===== config.mk =====
export PLATFORM = sky130hd
export DESIGN_NAME = qcv_rf_wb_arbiter
export DESIGN_NICKNAME = d
export VERILOG_FILES = /design/src/rtl/qcv_rf_wb_arbiter.sv
export SDC_FILE = /design/constraint.sdc
export NUM_CORES = 1
export LEC_CHECK = 0
export ABC_AREA = 1
export BUFFER_PORTS_ARGS = -buffer_cell sky130_fd_sc_hd__buf_2
export CORE_AREA = 2 2 101 103
export CTS_CLUSTER_SIZE = 10
export DETAILED_ROUTE_END_ITERATION = 8
export DIE_AREA = 0 0 103 105
export PLACE_DENSITY_LB_ADDON = 0.3
export SLEW_MARGIN = 20
export SYNTH_ARGS = -nofsm -noshare
export SYNTH_HDL_FRONTEND = slang
export SYNTH_SLANG_ARGS = --single-unit
export TNS_END_PERCENT = 100

===== constraint.sdc =====
create_clock -name clk_i -period 1.7 [get_ports clk_i]
set_input_delay 0.085 -clock clk_i [delete_from_list [all_inputs] [get_ports clk_i]]
set_output_delay 0.085 -clock clk_i [all_outputs]
set_load 0.02 [all_outputs]

===== src/rtl/qcv_rf_wb_arbiter.sv =====
// Register-file writeback arbiter: two requesters share one registered write port,
// with starvation promotion for requester 1. Define RF_BYPASS_EN to forward the pending write.
module qcv_rf_wb_arbiter #(
   parameter int unsigned STARVE_LIMIT = 4
) (
   input  logic        clk_i,
   input  logic        rst_ni,
   input  logic        wb0_valid_i,
   output logic        wb0_ready_o,
   input  logic [4:0]  wb0_addr_i,
   input  logic [31:0] wb0_data_i,
   input  logic        wb1_valid_i,
   output logic        wb1_ready_o,
   input  logic [4:0]  wb1_addr_i,
   input  logic [31:0] wb1_data_i,
   output logic [4:0]  rf_waddr_o,
   output logic [31:0] rf_wdata_o,
   output logic        rf_we_o,
   input  logic [4:0]  raddr_a_i,
   input  logic [4:0]  raddr_b_i,
   input  logic [31:0] rf_rdata_a_i,
   input  logic [31:0] rf_rdata_b_i,
   output logic [31:0] rdata_a_o,
   output logic [31:0] rdata_b_o,
   output logic        raw_hazard_o,
   output logic        idle_o
);

   localparam logic [3:0] LP_LIMIT = 4'(STARVE_LIMIT);

   logic [3:0]  r_cnt;
   logic        w_promote;
   logic        w_grant0;
   logic        w_grant1;
   logic        w_any;
   logic [4:0]  w_addr;
   logic [31:0] w_data;
   logic        w_hit_a;
   logic        w_hit_b;

   always_comb begin
      w_promote = wb1_valid_i && (r_cnt == LP_LIMIT);
      w_grant1  = wb1_valid_i && (!wb0_valid_i || w_promote);
      w_grant0  = wb0_valid_i && !w_grant1;
      w_any     = w_grant0 || w_grant1;
      w_addr    = w_grant1 ? wb1_addr_i : wb0_addr_i;
      w_data    = w_grant1 ? wb1_data_i : wb0_data_i;
   end

   assign wb0_ready_o = w_grant0;
   assign wb1_ready_o = w_grant1;

   always_ff @(posedge clk_i or negedge rst_ni) begin
      if (!rst_ni) begin
         rf_we_o    <= 1'b0;
         rf_waddr_o <= '0;
         rf_wdata_o <= '0;
         r_cnt      <= '0;
      end else begin
         // x0 writes still handshake but never reach the register file
         rf_we_o <= w_any && (w_addr != '0);
         if (w_any) begin
            rf_waddr_o <= w_addr;
            rf_wdata_o <= w_data;
         end
         if (!wb1_valid_i || w_grant1) begin
            r_cnt <= '0;
         end else if (r_cnt != LP_LIMIT) begin
            r_cnt <= r_cnt + 4'd1;
         end
      end
   end

   // The write registered this cycle commits on the next edge, so a same-cycle read is stale
   assign w_hit_a = rf_we_o && (raddr_a_i == rf_waddr_o) && (raddr_a_i != '0);
   assign w_hit_b = rf_we_o && (raddr_b_i == rf_waddr_o) && (raddr_b_i != '0);

`ifdef RF_BYPASS_EN
   assign rdata_a_o    = w_hit_a ? rf_wdata_o : rf_rdata_a_i;
   assign rdata_b_o    = w_hit_b ? rf_wdata_o : rf_rdata_b_i;
   assign raw_hazard_o = 1'b0;
`else
   assign rdata_a_o    = rf_rdata_a_i;
   assign rdata_b_o    = rf_rdata_b_i;
   assign raw_hazard_o = w_hit_a || w_hit_b;
`endif

   assign idle_o = !wb0_valid_i && !wb1_valid_i && !rf_we_o;

endmodule


== Word-level counts from Yosys, hierarchy flattened ==
Cells that the tools add are included.

* Add/subtract/negate cells: 1
* Equality and inequality tests: 4
* Reduce and logical (&&, ||, !) cells: 22
* Muxes and demuxes: 4

{| class="wikitable"
|+ Operators by type and width
! kind !! number
|-
| $mux 32 || 1
|-
| $reduce_bool 5->1 || 3
|-
| $eq 5x5->1 || 2
|-
| $logic_and 1x1->1 || 10
|-
| $mux 4 || 2
|-
| $mux 5 || 1
|-
| $add 4x1->4 const B || 1
|-
| $eq 4x3->1 const B || 1
|-
| $logic_not 1->1 || 4
|-
| $logic_or 1x1->1 || 4
|-
| $ne 4x3->1 const B || 1
|-
| $reduce_bool 2->1 || 1
|}

* Output and inout port bits: 106
* Logic and storage cells: 35
* Bits in registers: 42
* Input port bits: 152

== Logic depth before layout (Yosys ltp) ==
Gate-level depths: netlist of run 1.

* Depth in word-level cells: 8
* Mapped depth: 13
* Mapped depth without buffers: 12

== Least setup slack after synthesis of run 1 ==
No wires, ideal clock.

* Path kind: reg-to-reg
* Start point: register r_cnt[0]
* End point: register rf_we_o
* Buffers on the path: 1
* Setup time: 0.131 ns
* Arrival time: 1.303 ns
* Path slack: 0.266 ns
* Stages on the path, launching flop included: 14
* Period minus slack after synthesis: 1.434 ns
* Data required time: 1.569 ns
* Path through: dfrtp_1 inv_1 ha_1 nand2_2 inv_2 nand2_2 nand2_4 nand2_4 buf_6 nand2_1 nand2_1 nand3_1 nor2_1 nor2_1

* Cells in the longest elaborated chain, start to end: 8
* Elaborated cells between the ends (all ways): 10
* Those cells by class: 1 x eq/ne; 1 x mux; 8 x reduce/logical

{| class="wikitable"
|+ Ends and longest elaborated chain
! element !! line !! RTL
|-
| from (decl) || 31 || <nowiki>logic [3:0] r_cnt;</nowiki>
|-
| from (signal assigned) || 69 || <nowiki>r_cnt <= r_cnt + 4'd1;</nowiki>
|-
| $eq 4x3->1 * || 42 || <nowiki>w_promote = wb1_valid_i && (r_cnt == LP_LIMIT);</nowiki>
|-
| $logic_and 1x1->1 * || 42 ||
|-
| $logic_or 1x1->1 * || 43 || <nowiki>w_grant1 = wb1_valid_i && (!wb0_valid_i || w_promote);</nowiki>
|-
| $logic_and 1x1->1 * || 43 ||
|-
| branches (longest 3 deep; another with $mux 5) || -- ||
|-
| $logic_and 1x1->1 * || 61 || <nowiki>rf_we_o <= w_any && (w_addr != '0);</nowiki>
|-
| to (signal assigned) || 61 ||
|-
| to (decl) || 18 || <nowiki>output logic rf_we_o,</nowiki>
|}

Mark *: on every way between the ends.
A chain may end at the register's enable or synchronous reset.

== Worst setup path in the final report of run 1 ==
* Start point: register r_cnt[0]
* End point: output port wb1_ready_o

* Cells in the longest elaborated chain, start to end: 4

{| class="wikitable"
|+ Ends and longest elaborated chain
! element !! line !! RTL
|-
| $eq 4x3->1 || 42 ||
|-
| $logic_and 1x1->1 || 42 ||
|-
| $logic_or 1x1->1 || 43 ||
|-
| $logic_and 1x1->1 || 43 ||
|-
| to (decl) || 13 || <nowiki>output logic wb1_ready_o,</nowiki>
|}

Every way passes these cells.

==> results of run 1 <==
[cell families (layout without fill, tap and decap cells)]
group,count (synthesis),after routing
compound gates,16,16
fa+ha+maj,2,2
flops,42,42
simple gates,176,176
xor+xnor,5,5
buf+inv,100,178
[what timing repair did]
action,in CTS,in global routing
endpoints found under the setup margin,1,22
hold endpoints to repair,25,4
pin swaps,0,0
gates resized for setup,1,4
buffers inserted,0,1
hold buffers,6,4
[stage by stage]
step | hold slack, ns | setup TNS [ns] | cells
6_report | 0.00730 | 0 | 552
5_1_grt | 0.00555 | -0.000993 | 552
4_1_cts | 0.000201 | 0 | 547
3_5_place_dp | 0.0965 | 0 | 533
3_3_place_gp | 0.0936 | 0 | 533
2_1_floorplan | -0.211 | 0 | 341
[sequential cells by signal, summed over array words and instances (netlist names)]
name and flops:
r_cnt 4, rf_wdata_o 32, rf_waddr_o 5, rf_we_o 1
[area by class of cell]
cell class	count	area (um^2)
Clock buffer	6	82.6
Clock inverter	2	60.1
Fill cell	1080	6400
Inverter	21	83.8
Multi-Input combinational cell	199	955
Sequential cell	42	1050
Tap cell	133	166
Timing Repair Buffer	149	840
[power by group]
| group | switching, mW | internal, mW | total (mW) |
|---|---|---|---|
| clock | 0.346 | 0.627 | 0.973 |
| sequential | 0.0684 | 1.10 | 1.17 |
| combinational | 0.396 | 0.266 | 0.662 |
[metal layers]
metal | track usage (%) | part of all wire [%] | vias to the layer above
met5 | 0 | 0 | -
met4 | 5.08 | 2.9 | 0
met3 | 4.01 | 8.2 | 30
li1 | - | - | 1176
met2 | 22.2 | 49 | 106
met1 | 15.2 | 40 | 1116
[cell usage in the layout, fill, tap and decap left out, types with 2 or more instances in the layout]
cell / count
o21ai_0: 9
nand2_1: 85
nand3_1: 70
buf_4: 9
bufinv_16: 2
inv_1: 19
nand2_2: 2
dlygate4sd3_1: 10
clkbuf_8: 6
ha_1: 2
o21ai_2: 2
xor2_1: 4
nor2_1: 13
a21oi_1: 2
dfrtp_1: 42
buf_2: 128
[worst max-delay path, stage by stage (launching register included)]
cell,delay [ns]
dfrtp_1,0.40
inv_1,0.06
ha_1,0.15
nand2_2,0.05
inv_2,0.05
nand2_2,0.06
nand2_4,0.11
nand2_8,0.10
inv_6,0.09
buf_4,0.14
[worst min-delay path by stage]
stage | cells after the start | from | to
floorplan | 0 | rst_ni | r_cnt[0]
global placement | 1 | rst_ni | rf_wdata_o[9]
detailed placement | 1 | rst_ni | rf_wdata_o[2]
CTS | 3 | wb1_data_i[3] | rf_wdata_o[3]
global route | 3 | wb0_data_i[0] | rf_wdata_o[0]
finish | 3 | wb1_data_i[9] | rf_wdata_o[9]
==> impl_metrics.toml, run 1 <==
[synthesis]
yosys.area_share.simple_pct = 29.5
synth_top_family_by_area = "simple AND/OR/NAND/NOR gates"
synth.largest_area_cell = "dfrtp_1"
synthCells = 341
synthTopCellsByCount = "nand2_1, nand3_1, buf_4, dfrtp_1, inv_1"
post_synth_num_cell_types = 26
synth_compound_area_share_pct = 3.56
syn_nets = 495
yosys-top-cells-area = "dfrtp_1, buf_4, nand3_1"
syn_area_mm2 = 0.00264
muxShareOfSynthArea_pct = 0
synth_top_area_share_pct = 39.8
ys.warnings.count = 0
synth_most_common_cell = "nand2_1"
syn_avg_cell_area_um2 = 7.73
synthArstFlopShare_pct = 100
synth_edf_count = 0
synthAdderAreaFrac_pct = 0.949
yosys_most_used_dff = "dfrtp_1"
yosysSeqAreaShare_pct = 39.8
synth_xor_area_share_pct = 1.66
synth.ff_latch_count = 42

[cts]
clk_latency_ns = 0.29
clock-root-buffer = "clkbuf_8"
tritoncts = "yes"
clockBufferDepth = 2
cts_htree_levels = 2
cts_buffers = 5
cts.sinks = 42
clk_pin_slew_worst_paths_ns = 0.09

[setup_path]
start_kind = "flop"
crit_arrival_ns = 1.50
startpoint = "r_cnt[0]"
regToRegSetupSlack_ns = 0.20
crit_fanout = 10
rr_endpoint = "rf_wdata_o[4]"
r2r_start = "r_cnt[0]"
required_ns = 1.62
endpoint_kind = "primary output"
crit_path_end = "wb1_ready_o"
worstRegToRegCells = 11
crit_type = "flop to primary output"

[global_routing]
grt-ovfl-total = 0
grt_max_degree = 24
grt_pass1_wl_um = 11100
grt_usage_pct = 13.1
antenna_found_initial = 0
grt_pass1_vias = 2367

[timing]
worstMarginPinSlew_ns = 0.516
slew_violations = 0
setup_viol = 0
period_needed_ns = 1.59
slew_headroom_pct = 65.6
hold_viol = 0
fmaxAchievable_mhz = 629
skew_ns = 0.00851
period_share_pct = 93.5
fin_ws_ns = 0.111

[die]
io-pin-count = 258
die_area_mm2 = 0.0108
dieWidth_um = 103
initial_core_util_pct = 27.4
fp-row-count = 36
coreArea_mm2 = 0.00964
die_h_um = 105

[place]
dp_hpwl_um = 5520
pre_cts_ws_ns = 0.0739
portBuffers = 129
gp_congestion = 0.693
placed_area_mm2 = 0.00297

[drt]
drt_iter0_markers = 60
drc_errors = 0
wl_per_cell_um = 13.0
viasPerCell = 4.40
vias = 2428
drt_wl_total_um = 7190
first_pass_iters = 4
ant_nets = 0

[finish]
layout-drive-gt1-share_pct = 37.2
insertedDiodeCount = 0
final_area_mm2 = 0.00324
area_growth_pct = 22.8
fin_nets = 572
fin_util_pct = 33.6

[flow_run]
cap_violations = 0

[pwr]
total_power_mw = 2.80
ir_drop_uv = 366
powerDensity_mw_per_mm2 = 865
leakagePower_nw = 1.72

[outcome]
status = "finished, final reports clean"

[min_path]
hold_path.class = "input pin to flop"
No activity file was read; power rests on OpenSTA's default activity.
==> run 2, diff against run 1 <==
GPL_TIMING_DRIVEN = 0   (was default)
==> impl_metrics.toml, run 2 (synthesis gave the netlist of run 1 again) <==
[drt]
drt_iter0_markers = 111
vias = 2973
first_pass_iters = 4
viasPerCell = 4.28
drc_errors = 0
ant_nets = 0
wl_per_cell_um = 12.3
drt_wl_total_um = 8530

[setup_path]
crit_fanout = 5
required_ns = 1.62
crit_type = "flop to primary output"
crit_arrival_ns = 1.52
start_kind = "flop"
critPathSlowestCell = "dfrtp_1"
endpoint_kind = "primary output"
critical_path.max_stage_delay_ns = 0.36
crit_path_cell_trace = "inv_1, ha_1, nand2_2, inv_2, nand2_2, nand2_4, nand2_8, inv_6, buf_8, buf_6"
worst_path_most_repeated_cell = "nand2_2"

[global_routing]
grt_pass1_vias = 2848
grt_pass1_wl_um = 13000
grt_max_degree = 43
grt_usage_pct = 15.0
antenna_found_initial = 0
grt-ovfl-total = 0

[finish]
layout-drive-gt1-share_pct = 51.8
final_common_cell = "buf_2"
fin_nets = 715
layout_common_cells = "buf_2, nand2_1, buf_4"
insertedDiodeCount = 0
max_flop_register = "rf_wdata_o"
area_growth_pct = 56.2
largest_register_ffs = 32
final_area_mm2 = 0.00412
top_regs = "rf_wdata_o: 32 flops, rf_waddr_o: 5 flops, r_cnt: 4 flops"

[timing]
slew_violations = 0
period_share_pct = 94.2
period_needed_ns = 1.60
fmaxAchievable_mhz = 624
hold_ws_ns = 0.00638
hold_viol = 0
skew_ns = 0.00676
worstMarginPinSlew_ns = 0.949
setup_viol = 0
slew_headroom_pct = 36.7

[cts]
tritoncts = "yes"
cts_buffers = 5
clk_latency_ns = 0.29
cts.sinks = 42
cts_htree_levels = 2
clk_pin_slew_worst_paths_ns = 0.09
clock-root-buffer = "clkbuf_8"
clockBufferDepth = 2

[die]
initial_core_util_pct = 27.4
io-pin-count = 258
fp-row-count = 36
coreArea_mm2 = 0.00964
dieWidth_um = 103
die_h_um = 105
die_area_mm2 = 0.0108

[pwr]
powerDensity_mw_per_mm2 = 712
leakagePower_nw = 2.33
ir_drop_uv = 411

[place]
gp_congestion = 0.736
dp_hpwl_um = 6690
portBuffers = 192
placed_area_mm2 = 0.00376

[min_path]
hold_path.class = "input pin to flop"

[flow_run]
cap_violations = 0

[outcome]
status = "finished, final reports clean"
## run 2: layer usage
metal	global-route usage, %	share of wire [%]
met2	29.1	53
met4	3.10	1.0
met3	2.81	8.7
met5	0	0
met1	16.4	37
## run 2: timing repair
action,in CTS,in global routing
endpoints found under the setup margin,1,17
resized for setup,5,8
buffers inserted,3,5
pin swaps,0,1
hold buffers,12,0
endpoints found under the hold margin,53,0
cloned,0,1
## run 2: report_power, final
part,switching [mW],internal (mW)
combinational,0.550,0.431
clock,0.355,0.433
sequential,0.0653,1.10
## run 2: path summary, 6_finish.rpt
kind	slack, ns	cells after the start	from	end
max in group asynchronous	0.58	2	rst_ni	rf_waddr_o[0]
min in group asynchronous	0.47	2	rst_ni	rf_wdata_o[9]
hold reg to reg	0.49	2	rf_wdata_o[21]	rf_wdata_o[21]
hold / removal	0.006	3	wb1_data_i[0]	rf_wdata_o[0]
setup reg to reg	0.1	12	r_cnt[0]	rf_wdata_o[17]
setup / recovery	0.1	10	r_cnt[0]	wb1_ready_o
## run 2: final cells by class
type,instances,area (um^2)
fillers,1044,5520
repair buffers,213,1170
flip-flops and latches,42,1050
multi-input cells,199,950
plain buffers,79,586
well taps,133,166
inverters,21,83.8
clock buffers,5,68.8
clock inverters,3,40.0
## run 2: through the flow
step	worst slack, ns	power [mW]	util [%]	TNS (ns)	instances
2_1_floorplan	0.266	1.75	-	0	341
3_3_place_gp	0.0397	2.11	39.1	0	666
3_5_place_dp	0.0270	2.12	39.1	0	666
4_1_cts	0.0366	2.96	41.8	0	689
5_1_grt	-0.00997	3.12	42.7	-0.0151	695
6_report	0.0987	2.93	42.7	0	695
## run 2: worst max-delay path, delay by kind of cell, from the launching register on
family                     cells  cell delay, ns
adders and majority gates      1            0.19
buffers and inverters          5            0.36
DFF                            1            0.36
and+or+nand+nor                4            0.32
==> run 3, diff against run 2 <==
GPL_ROUTABILITY_DRIVEN = 0   (was default)
MAX_ROUTING_LAYER = met4   (was default)
==> impl_metrics.toml, run 3 (synthesis gave the netlist of run 1 again) <==
[timing]
fmaxAchievable_mhz = 625
worstMarginPinSlew_ns = 0.946
setup_viol = 0
skew_ns = 0.00824
slew_headroom_pct = 37.0
period_needed_ns = 1.60
hold_viol = 0
period_share_pct = 94.2
slew_violations = 0
final.setup.tns_ns = 0

[min_path]
worstHoldPathCells = 3
hold_path.class = "input pin to flop"
worstHoldStart = "wb1_data_i[0]"
min_to = "rf_wdata_o[0]"

[die]
coreArea_mm2 = 0.00964
die_h_um = 105
initial_core_util_pct = 27.4
io-pin-count = 258
die_area_mm2 = 0.0108
dieWidth_um = 103
fp-row-count = 36

[global_routing]
grt_usage_pct = 15.4
antenna_found_initial = 0
grt_pass1_wl_um = 13000
grt-ovfl-total = 0
grt_pass1_vias = 2849
grt_max_degree = 43

[finish]
fin_util_pct = 42.7
final_common_cell = "buf_2"
insertedDiodeCount = 0
largest_register_ffs = 32
layout-drive-gt1-share_pct = 51.8
max_flop_register = "rf_wdata_o"
final_area_mm2 = 0.00412
layout_common_cells = "buf_2, nand2_1, buf_4"
fillers = 1044
area_growth_pct = 56.2
fin_nets = 715
top_regs = "rf_wdata_o: 32 flops, rf_waddr_o: 5 flops, r_cnt: 4 flops"

[setup_path]
crit_type = "flop to primary output"
path_buf_inv = 5
critPathTopFamily = "flip-flops"
r2r_start = "r_cnt[0]"
crit_fanout = 5
critical_path.max_stage_delay_ns = 0.36
endpoint_kind = "primary output"
start_kind = "flop"
regToRegSetupSlack_ns = 0.1
rr_endpoint = "rf_wdata_o[17]"
crit_arrival_ns = 1.52
critPathSlowestCell = "dfrtp_1"
crit_path_cell_trace = "inv_1, ha_1, nand2_2, inv_2, nand2_2, nand2_4, nand2_8, inv_6, buf_8, buf_6"
worst_path_most_repeated_cell = "nand2_2"
required_ns = 1.62
worstRegToRegCells = 12

[pwr]
total_power_mw = 2.93
powerDensity_mw_per_mm2 = 712
p_int_mw = 1.96
seq_power_share_pct = 39.7
p_comb_share_pct = 33.4
leakagePower_nw = 2.33
ir_drop_uv = 412
p_switching_mw = 0.972
p_sw_share_pct = 33.1
clkPwrFrac_pct = 26.9

[place]
portBuffers = 192
dp_hpwl_um = 6690
placed_area_mm2 = 0.00376

[cts]
clock-root-buffer = "clkbuf_8"
clk_pin_slew_worst_paths_ns = 0.09
clk_latency_ns = 0.29
cts_htree_levels = 2
tritoncts = "yes"
clockBufferDepth = 2
cts_buffers = 5
cts.sinks = 42

[drt]
viasPerCell = 4.28
drt_wl_total_um = 8530
vias = 2975
ant_nets = 0
drc_errors = 0
wl_per_cell_um = 12.3
drt_iter0_markers = 110
first_pass_iters = 4

[outcome]
status = "finished, final reports clean"

[flow_run]
cap_violations = 0
run 3: cell counts in the layout (fill, tap and decap cells not counted):
No cell type changed its count.
run 3: power groups by stage:
stage | Sequential [mW] | Combinational (mW) | Clock [mW]
finish | 1.16 | 0.981 | 0.789
global route | 1.18 | 1.08 | 0.858
CTS | 1.16 | 0.972 | 0.824
detailed placement | 1.18 | 0.941 | 0
global placement | 1.18 | 0.927 | 0
floorplan | 1.30 | 0.448 | 0
run 3: layout make-up:
cell class	instances	area (um^2)	area share [%]
multi-input cells	199	950	23.1
well taps	133	166	4.04
inverters	21	83.8	2.04
clock inverters	3	40.0	0.972
repair buffers	213	1170	28.5
clock buffers	5	68.8	1.67
flip-flops and latches	42	1050	25.5
plain buffers	79	586	14.2
run 3: stage by stage:
| step | cells | setup WS (ns) | hold slack [ns] |
|---|---|---|---|
| 6_report | 695 | 0.0988 | 0.00439 |
| 2_1_floorplan | 341 | 0.266 | -0.211 |
| 3_3_place_gp | 666 | 0.0397 | 0.288 |
| 4_1_cts | 689 | 0.0366 | 0.00000799 |
| 5_1_grt | 695 | -0.0100 | 0.00568 |
| 3_5_place_dp | 666 | 0.0270 | 0.292 |
run 3: how the worst max path moves through the flow:
stage / start / to / slack (ns) / depth (start not counted)
5_1_grt: rf_waddr_o[4] / raw_hazard_o / -0.01 / 7
3_5_place_dp: r_cnt[0] / rf_we_o / 0.03 / 13
3_3_place_gp: r_cnt[0] / rf_we_o / 0.04 / 13
4_1_cts: r_cnt[1] / wb1_ready_o / 0.04 / 10
6_report: r_cnt[0] / wb1_ready_o / 0.1 / 10
2_1_floorplan: r_cnt[0] / rf_we_o / 0.27 / 13
run 3: what timing repair did:
| action | in CTS | in global routing |
|---|---|---|
| pin swaps | 0 | 1 |
| buffers inserted | 3 | 5 |
| resized for setup | 5 | 8 |
| gates cloned | 0 | 1 |
| hold buffers | 12 | 0 |
| setup endpoints to repair | 1 | 17 |
| hold endpoints to repair | 53 | 0 |
run 3: worst reg2reg max path, cell delays in order (launching register included):
cell and delay, ns:
dfrtp_1 0.36, inv_1 0.05, ha_1 0.19, nand2_2 0.07, inv_2 0.03, nand2_2 0.07
nand2_4 0.08, nand2_8 0.10, inv_6 0.04, buf_4 0.15, clkbuf_4 0.19, nand2_1 0.08
nand3_1 0.08
run 3: per-layer routing:
layer | track usage, % | up-vias | share of wire [%]
li1 | - | 1464 | -
met1 | 16.6 | 1347 | 38
met4 | 3.10 | 0 | 1.0
met2 | 29.1 | 157 | 53
met5 | - | - | 0
met3 | 2.47 | 7 | 8.3
